**config.mk**
```make
export PLATFORM = sky130hd
export DESIGN_NAME = uart_alu_interface
export DESIGN_NICKNAME = d
export VERILOG_FILES = /design/src/rtl/uart_alu_interface.sv
export SDC_FILE = /design/constraint.sdc
export NUM_CORES = 1
export LEC_CHECK = 0
export ABC_CLOCK_PERIOD_IN_PS = 2700
export CELL_PAD_IN_SITES_DETAIL_PLACEMENT = 1
export CELL_PAD_IN_SITES_GLOBAL_PLACEMENT = 2
export CORE_MARGIN = 2
export CORE_UTILIZATION = 34
export DETAILED_ROUTE_END_ITERATION = 16
export GPL_TIMING_DRIVEN = 1
export HOLD_SLACK_MARGIN = 0.05
export PLACE_DENSITY_LB_ADDON = 0.1
export SLEW_MARGIN = 30
export SYNTH_ARGS = -nofsm -noshare
export SYNTH_HDL_FRONTEND = slang
export SYNTH_SLANG_ARGS = --single-unit
```
**constraint.sdc**
```tcl
create_clock -name clk -period 2.7 [get_ports clk]
set_clock_uncertainty 0.15 [all_clocks]
set_input_delay 0.675 -clock clk [delete_from_list [all_inputs] [get_ports clk]]
set_output_delay 0.675 -clock clk [all_outputs]
set_load 0.005 [all_outputs]
```
**src/rtl/uart_alu_interface.sv**
```systemverilog
// -----------------------------------------------------------------------------
// uart_alu_interface
//
// Purpose:
//   Sequencer between uart_rx, an external ALU and uart_tx. Three received bytes
//   are collected in order (operand A, operand B, opcode) and presented to the
//   ALU. One cycle later the ALU result is latched and a single uart_tx transfer
//   is launched with it. A partial frame is discarded if the next byte does not
//   arrive within TIMEOUT_TICKS baud ticks.
//
// Ports:
//   clk           system clock
//   i_rst_n       asynchronous reset, active low
//   i_tick        baud oversample tick (1-cycle pulse)
//   i_rx_data     received byte, valid while i_rx_done=1
//   i_rx_done     1-cycle pulse per received byte
//   i_alu_result  combinational ALU result for o_data_a/o_data_b/o_op
//   i_tx_done     1-cycle pulse from uart_tx at the end of its stop bit
//   o_data_a      operand A to the ALU
//   o_data_b      operand B to the ALU
//   o_op          opcode to the ALU
//   o_tx_data     latched result byte to uart_tx
//   o_tx_start    1-cycle transfer request to uart_tx
//   o_busy        high in every state except IDLE
//   o_timeout     1-cycle pulse when a partial frame is discarded
//   o_overrun     1-cycle pulse when a byte arrives while a result is in flight
// -----------------------------------------------------------------------------
module uart_alu_interface #(
  parameter int NB_DATA       = 8,
  parameter int NB_OP         = 6,
  parameter int TIMEOUT_TICKS = 704,
  parameter int NB_TIMEOUT    = 10
) (
  input  logic               clk,
  input  logic               i_rst_n,
  input  logic               i_tick,
  input  logic [NB_DATA-1:0] i_rx_data,
  input  logic               i_rx_done,
  input  logic [NB_DATA-1:0] i_alu_result,
  input  logic               i_tx_done,
  output logic [NB_DATA-1:0] o_data_a,
  output logic [NB_DATA-1:0] o_data_b,
  output logic [NB_OP-1:0]   o_op,
  output logic [NB_DATA-1:0] o_tx_data,
  output logic               o_tx_start,
  output logic               o_busy,
  output logic               o_timeout,
  output logic               o_overrun
);

  typedef enum logic [2:0] {
    ST_IDLE     = 3'd0,
    ST_WAIT_B   = 3'd1,
    ST_WAIT_OP  = 3'd2,
    ST_EXEC     = 3'd3,
    ST_TX_START = 3'd4,
    ST_TX_WAIT  = 3'd5
  } state_t;

  // Count value at which the next tick expires the inter-byte window.
  localparam logic [NB_TIMEOUT-1:0] CNT_LAST = NB_TIMEOUT'(TIMEOUT_TICKS - 1);
  localparam logic [NB_TIMEOUT-1:0] CNT_ONE  = NB_TIMEOUT'(1);

  state_t                 state_q,    state_d;
  logic [NB_TIMEOUT-1:0]  cnt_q,      cnt_d;
  logic [NB_DATA-1:0]     data_a_q,   data_a_d;
  logic [NB_DATA-1:0]     data_b_q,   data_b_d;
  logic [NB_OP-1:0]       op_q,       op_d;
  logic [NB_DATA-1:0]     tx_data_q,  tx_data_d;
  logic                   tx_start_q, tx_start_d;
  logic                   busy_q,     busy_d;
  logic                   timeout_q,  timeout_d;
  logic                   overrun_q,  overrun_d;

  // Next-state and next-output logic for the frame sequencer.
  always_comb begin
    state_d    = state_q;
    cnt_d      = cnt_q;
    data_a_d   = data_a_q;
    data_b_d   = data_b_q;
    op_d       = op_q;
    tx_data_d  = tx_data_q;
    tx_start_d = 1'b0;
    timeout_d  = 1'b0;
    overrun_d  = 1'b0;

    case (state_q)
      ST_IDLE: begin
        // Counter is held at zero while idle so every frame starts fresh.
        cnt_d = {NB_TIMEOUT{1'b0}};
        if (i_rx_done) begin
          data_a_d = i_rx_data;
          state_d  = ST_WAIT_B;
        end else begin
          state_d  = ST_IDLE;
        end
      end

      ST_WAIT_B, ST_WAIT_OP: begin
        // An arriving byte takes priority over a coincident terminal tick.
        if (i_rx_done) begin
          cnt_d = {NB_TIMEOUT{1'b0}};
          if (state_q == ST_WAIT_B) begin
            data_b_d = i_rx_data;
            state_d  = ST_WAIT_OP;
          end else begin
            op_d     = i_rx_data[NB_OP-1:0];
            state_d  = ST_EXEC;
          end
        end else if (i_tick) begin
          if (cnt_q == CNT_LAST) begin
            timeout_d = 1'b1;
            cnt_d     = {NB_TIMEOUT{1'b0}};
            state_d   = ST_IDLE;
          end else begin
            cnt_d     = cnt_q + CNT_ONE;
          end
        end else begin
          cnt_d = cnt_q;
        end
      end

      ST_EXEC: begin
        // Operands have been stable on the ALU inputs for a full cycle here.
        tx_data_d = i_alu_result;
        overrun_d = i_rx_done;
        state_d   = ST_TX_START;
      end

      ST_TX_START: begin
        tx_start_d = 1'b1;
        overrun_d  = i_rx_done;
        state_d    = ST_TX_WAIT;
      end

      ST_TX_WAIT: begin
        overrun_d = i_rx_done;
        if (i_tx_done) begin
          cnt_d   = {NB_TIMEOUT{1'b0}};
          state_d = ST_IDLE;
        end else begin
          state_d = ST_TX_WAIT;
        end
      end

      default: begin
        cnt_d   = {NB_TIMEOUT{1'b0}};
        state_d = ST_IDLE;
      end
    endcase

    busy_d = (state_d != ST_IDLE);
  end

  // State, counter and registered outputs.
  always_ff @(posedge clk or negedge i_rst_n) begin
    if (!i_rst_n) begin
      state_q    <= ST_IDLE;
      cnt_q      <= {NB_TIMEOUT{1'b0}};
      data_a_q   <= {NB_DATA{1'b0}};
      data_b_q   <= {NB_DATA{1'b0}};
      op_q       <= {NB_OP{1'b0}};
      tx_data_q  <= {NB_DATA{1'b0}};
      tx_start_q <= 1'b0;
      busy_q     <= 1'b0;
      timeout_q  <= 1'b0;
      overrun_q  <= 1'b0;
    end else begin
      state_q    <= state_d;
      cnt_q      <= cnt_d;
      data_a_q   <= data_a_d;
      data_b_q   <= data_b_d;
      op_q       <= op_d;
      tx_data_q  <= tx_data_d;
      tx_start_q <= tx_start_d;
      busy_q     <= busy_d;
      timeout_q  <= timeout_d;
      overrun_q  <= overrun_d;
    end
  end

  assign o_data_a   = data_a_q;
  assign o_data_b   = data_b_q;
  assign o_op       = op_q;
  assign o_tx_data  = tx_data_q;
  assign o_tx_start = tx_start_q;
  assign o_busy     = busy_q;
  assign o_timeout  = timeout_q;
  assign o_overrun  = overrun_q;

endmodule
```
# [After elaboration in Yosys (flattened, before gate mapping)]
# Index checks and enable logic that the tools add are counted.
[classes] mul=0 eq_ne=8 n_bitwise=2 shifts=0 n_reduce_logical=9 addsub=1 order_cmp=0 n_div=0 mux=18
[ops] cell="$mux W10" n=4
[ops] cell="$pmux W10 S3" n=1
[ops] cell="$pmux W3 S5" n=1
[ops] cell="$mux W3" n=4
[ops] cell="$add A10 B1 Y10 const B" n=1
[ops] cell="$eq A10 B10 Y1 const B" n=1
[ops] cell="$reduce_and A3 Y1" n=3
[ops] cell="$mux W1" n=8
[ops] cell="$eq A3 B2 Y1 const B" n=2
[ops] cell="$eq A3 B3 Y1 const B" n=2
[ops] cell="$reduce_or A2 Y1" n=2
[ops] cell="$eq A3 B1 Y1 const B" n=1
[ops] cell="$logic_not A3 Y1" n=1
[ops] cell="$ne A3 B3 Y1 const B" n=1
[ops] cell="$reduce_bool A3 Y1" n=1
[ops] cell="$reduce_or A3 Y1" n=1
[ops] cell="$ne A2 B2 Y1 const B" n=1
[ops] cell="$not A1 Y1" n=2
[ops] cell="$reduce_and A2 Y1" n=1
[totals] ff_bits=47 memories=0 romBits=0 inputBits=21 ramBits=0 latchBits=0 wordCells=48

# [Logic depth before layout (Yosys ltp)]
[logic_depth] word_depth=6 mapped_depth=8

# [Least setup slack after synthesis]
# No wires, ideal clock.
[synth_timing] path_type="input to register" start="in i_rx_done" end="reg cnt_q[8]" stages=5 arrival_ns=1.634 path_slack_ns=0.795 required_time_ns=2.429 path_cell_list="or3_1 -> buf_6 -> o211ai_4 -> o41ai_1 -> a22o_1"
[synth_between] elab_chain_len=2 elab_cells_between_ends=4
[synth_rtl] item="start: declaration" line_no="38" text="input logic i_rx_done,"
[synth_rtl] item="$ne A3 B3 Y1 (no source line) / $mux W10 (equally long branches)"
[synth_rtl] item="$reduce_and A3 Y1 (no source line) / $pmux W10 S3 (equally long branches)"
[synth_rtl] item="end signal: assignment" line_no="159" text="cnt_q <= {NB_TIMEOUT{1'b0}};"
[synth_rtl] item="end signal: assignment" line_no="170" text="cnt_q <= cnt_d;"
[synth_rtl] item="end: declaration" line_no="65" text="logic [NB_TIMEOUT-1:0] cnt_q, cnt_d;"
# Parallel ways exist; a longest one is shown, timed or not.
# A chain may end at the register's enable or synchronous reset.

# [Final worst setup path]
[layout_timing] start="in i_rx_done" end="reg cnt_q[5]"
# Same word-level chain as after synthesis.

==> impl_metrics.yaml <==
power_and_ir_drop:
  power.clock.fraction_pct: 15.9
  power_per_unit_of_standard_cell_area_mw_per_mm2: 1014
  internal_power_mw: 1.980
  leakage_nw: 1.161
  seqPwrFrac_pct: 40.8
  share_comb_of_total_power_pct: 43.2
  power.ir.vdd_worst_mv: 0.3805
  sw_share_pct: 30.72
  switching_power_mw: 0.8778
finish:
  fin_nets: 245
  utilization_pct: 47.59
  layout-drive-gt1-share_pct: 24.11
  syn_to_final_growth_pct: 36.07
  diodes: 0
  finalNonFillerCells: 299
  post-route-cell-area_sq_mm: 0.002818
timing:
  timing.setup.tns_ns: 0
  setup_viol_count_final: 0
  worst_hold_slack_ns: 0.2152
  fin_crit_ns: 2.275
  worstMarginPinSlew_ns: 0.5706
  fmaxAchievable_mhz: 439.6
  min_period_over_period_pct: 84.24
  final_hold_viol_count: 0
  slew_headroom_pct: 61.96
  grt_setup_unrepaired: "no"
  drv_slew: 0
die:
  boundaryPins: 55
  floorplan.die_area_sq_mm: 0.006731
  die_width_microns: 82.04
  core_region_sq_mm: 0.005921
  placement_rows: 28
  floorplan.initialDensity_pct: 34.97
  die_h_microns: 82.04
synthesis:
  largest_family_of_logic_cells_by_synthesized_area: "multiplexers"
  synth_largest_area_cell: "dfrtp_1"
  post_synth_xor_area_fraction_pct: 0.4230
  syn-num-nets: 183
  muxShareOfSynthArea_pct: 16.31
  synth-adder-area-share_pct: 0.6042
  ys_warn_count: 0
  synth_enable_flop_cells: 0
  post_synth_main_area_contributors: "dfrtp_1, mux2_2, nand4_1"
  synth_compound_gate_area_share_pct: 11.06
  dominantRegCellSynth: "dfrtp_1"
  ys_ff_latch: 47
  yosys.area_share.simple_pct: 11.84
  synth_area_per_cell_sq_um: 12.86
  syn_area_sq_mm: 0.002071
  synth_async_sr_flop_share_pct: 100.0
  yosysSeqAreaShare_pct: 56.80
  yosys.cell_types.count: 41
  synthCells: 161
  synthDominantCellAreaShare_pct: 56.80
setup_path:
  worst-path-max-fanout: 10
  crit_path_start: "i_rx_done"
  worstSetupPathType: "input pin to flip-flop"
  startpoint_type: "input pin"
  cp.arrival_ns: 2.33
  timing.reg2reg.worst_path_depth: 6
  required_ns: 2.76
  reg2reg_from: "state_q[0]"
  worstSetupEndpointType: "flip-flop"
  r2r_slack_ns: 0.61
  rr_endpoint: "cnt_q[5]"
clock_tree:
  cts_setup_buffers: 0
  htree_levels: 2
  max-clock-path-buffers: 2
  cts_hold_buffers: 0
  cts_sinks: 47
  path_clk_slew_ns: 0.09
  worst_skew_pair.late_latency_ns: 0.29
  number_of_buffers_created_by_cts: 5
  cts-resized-gates: 0
  cts_tree: "done"
  root_buffer: "clkbuf_8"
routing:
  dr.max_layer_used: "met4"
  routed_wirelength_microns: 5018
  drt_pass_1_iters: 4
  first_iter_violations: 61
  met2WireLength_microns: 2602
  drc: 0
  drt-vias-per-instance: 5.017
  route.met3.wl_microns: 189
  routed-via-count: 1500
  wirelength_met1_microns: 2199
  wl_per_cell_microns: 16.78
  antenna_left: 0
global_routing:
  global_route.usage.total_pct: 16.07
  first_global_vias: 1646
  wire_length_of_the_first_global_routing_pass_microns: 8086
  grt_start_max_net_pins: 26
  initial_antenna_violation_count: 0
  grt_remaining_overflow: 0
placement:
  placement.io_buffers: 54
  dp.final_hpwl_microns: 3728
  place.gp.congestion: 0.8145
  dpl-instance-area_sq_mm: 0.002719
  numPlacedInstances: 291
min_path:
  holdCritPathClass: "input pin to async pin"
outcome:
  outcome: "completed"
flow_run:
  maxCapViolCount: 0
==> state kept, by name, indices dropped and copies added, names as in the netlist <==
| name | count |
|---|---|
| o_data_a | 8 |
| o_busy | 1 |
| cnt_q | 10 |
| o_op | 6 |
| o_data_b | 8 |
| o_overrun | 1 |
| o_tx_data | 8 |
| state_q | 3 |
| o_tx_start | 1 |
| o_timeout | 1 |
==> how the worst max path moves through the flow <==
stage                     endpoint  depth (start not counted)  slack [ns]
final                     cnt_q[5]                          6        0.43
after global routing      cnt_q[5]                          6        0.39
after CTS                 cnt_q[5]                          6        0.44
after detailed placement  cnt_q[5]                          6        0.14
after global placement    cnt_q[8]                          5        0.19
after floorplan           cnt_q[8]                          5        0.79
==> metrics by stage <==
step,worst slack [ns],total power [mW]
after detailed placement,0.1409,2.438
final,0.4254,2.858
after global routing,0.3890,3.061
after CTS,0.4447,2.895
after floorplan,0.7947,1.747
after global placement,0.1897,2.366
==> layout by cell type (no fill, tap or decap), types with 2 or more instances in the layout <==
cell type,Yosys,layout
a21o_1,2,2
o21ai_1,4,4
and3_1,3,3
or3_1,2,2
nor2b_1,2,2
o21ai_0,7,7
clkbuf_8,0,6
nand2b_1,4,4
a21oi_1,3,3
nand2_1,5,5
inv_1,2,2
nand3_1,5,5
buf_4,1,7
nand3b_1,2,2
a22o_1,3,3
nand4_1,6,6
nor2_1,8,8
dfrtp_1,47,47
clkdlybuf4s50_1,0,53
mux2_2,30,30
==> per-layer routing <==
metal  GRT usage [%]  vias up
met5               0        -
met4           4.000        0
met3           3.407        2
met2           29.43       31
met1           19.07      762
li1                -      705
==> worst max-delay path, stage by stage <==
cell,delay (ns)
clkdlybuf4s50_1,0.42
or3_1,0.47
o211ai_4,0.37
buf_4,0.20
a21oi_1,0.04
o22ai_1,0.16
==> power groups by stage <==
| stage | registers, mW | clock network, mW | logic, mW |
|---|---|---|---|
| 6_report | 1.17 | 0.456 | 1.24 |
| 5_1_grt | 1.21 | 0.501 | 1.35 |
| 4_1_cts | 1.17 | 0.467 | 1.26 |
| 3_5_place_dp | 1.18 | 0 | 1.26 |
| 3_3_place_gp | 1.16 | 0 | 1.21 |
| 2_1_floorplan | 1.15 | 0 | 0.600 |
==> kinds of logic (layout without fill, tap and decap cells) <==
kind of cell,after synthesis,count (layout)
mux,30,30
simple gates,43,43
fa+ha+maj,1,1
compound gates,30,30
flops,47,47
buf+inv,9,72
xor+xnor,1,1
==> Yosys cell counts, drive strengths merged (2+ instances only) <==
cell type	count
nand3b	2
o21ai	11
a21o	2
nand2	6
a31oi	2
or3	2
and3	3
nor2b	2
a21oi	3
clkbuf	2
nand3	5
inv	2
o211ai	2
nor2	8
nand4	6
a22o	3
dfrtp	47
nand2b	4
buf	5
mux2	30
==> layout make-up <==
type,instances,area [sq um]
Timing Repair Buffer,62,608.1
Inverter,2,7.507
Clock inverter,2,16.27
Fill cell,634,3103
Multi-Input combinational cell,105,833.3
Clock buffer,6,82.58
Sequential cell,47,1176
Tap cell,75,93.84
No activity file was read; power rests on OpenSTA's default activity.
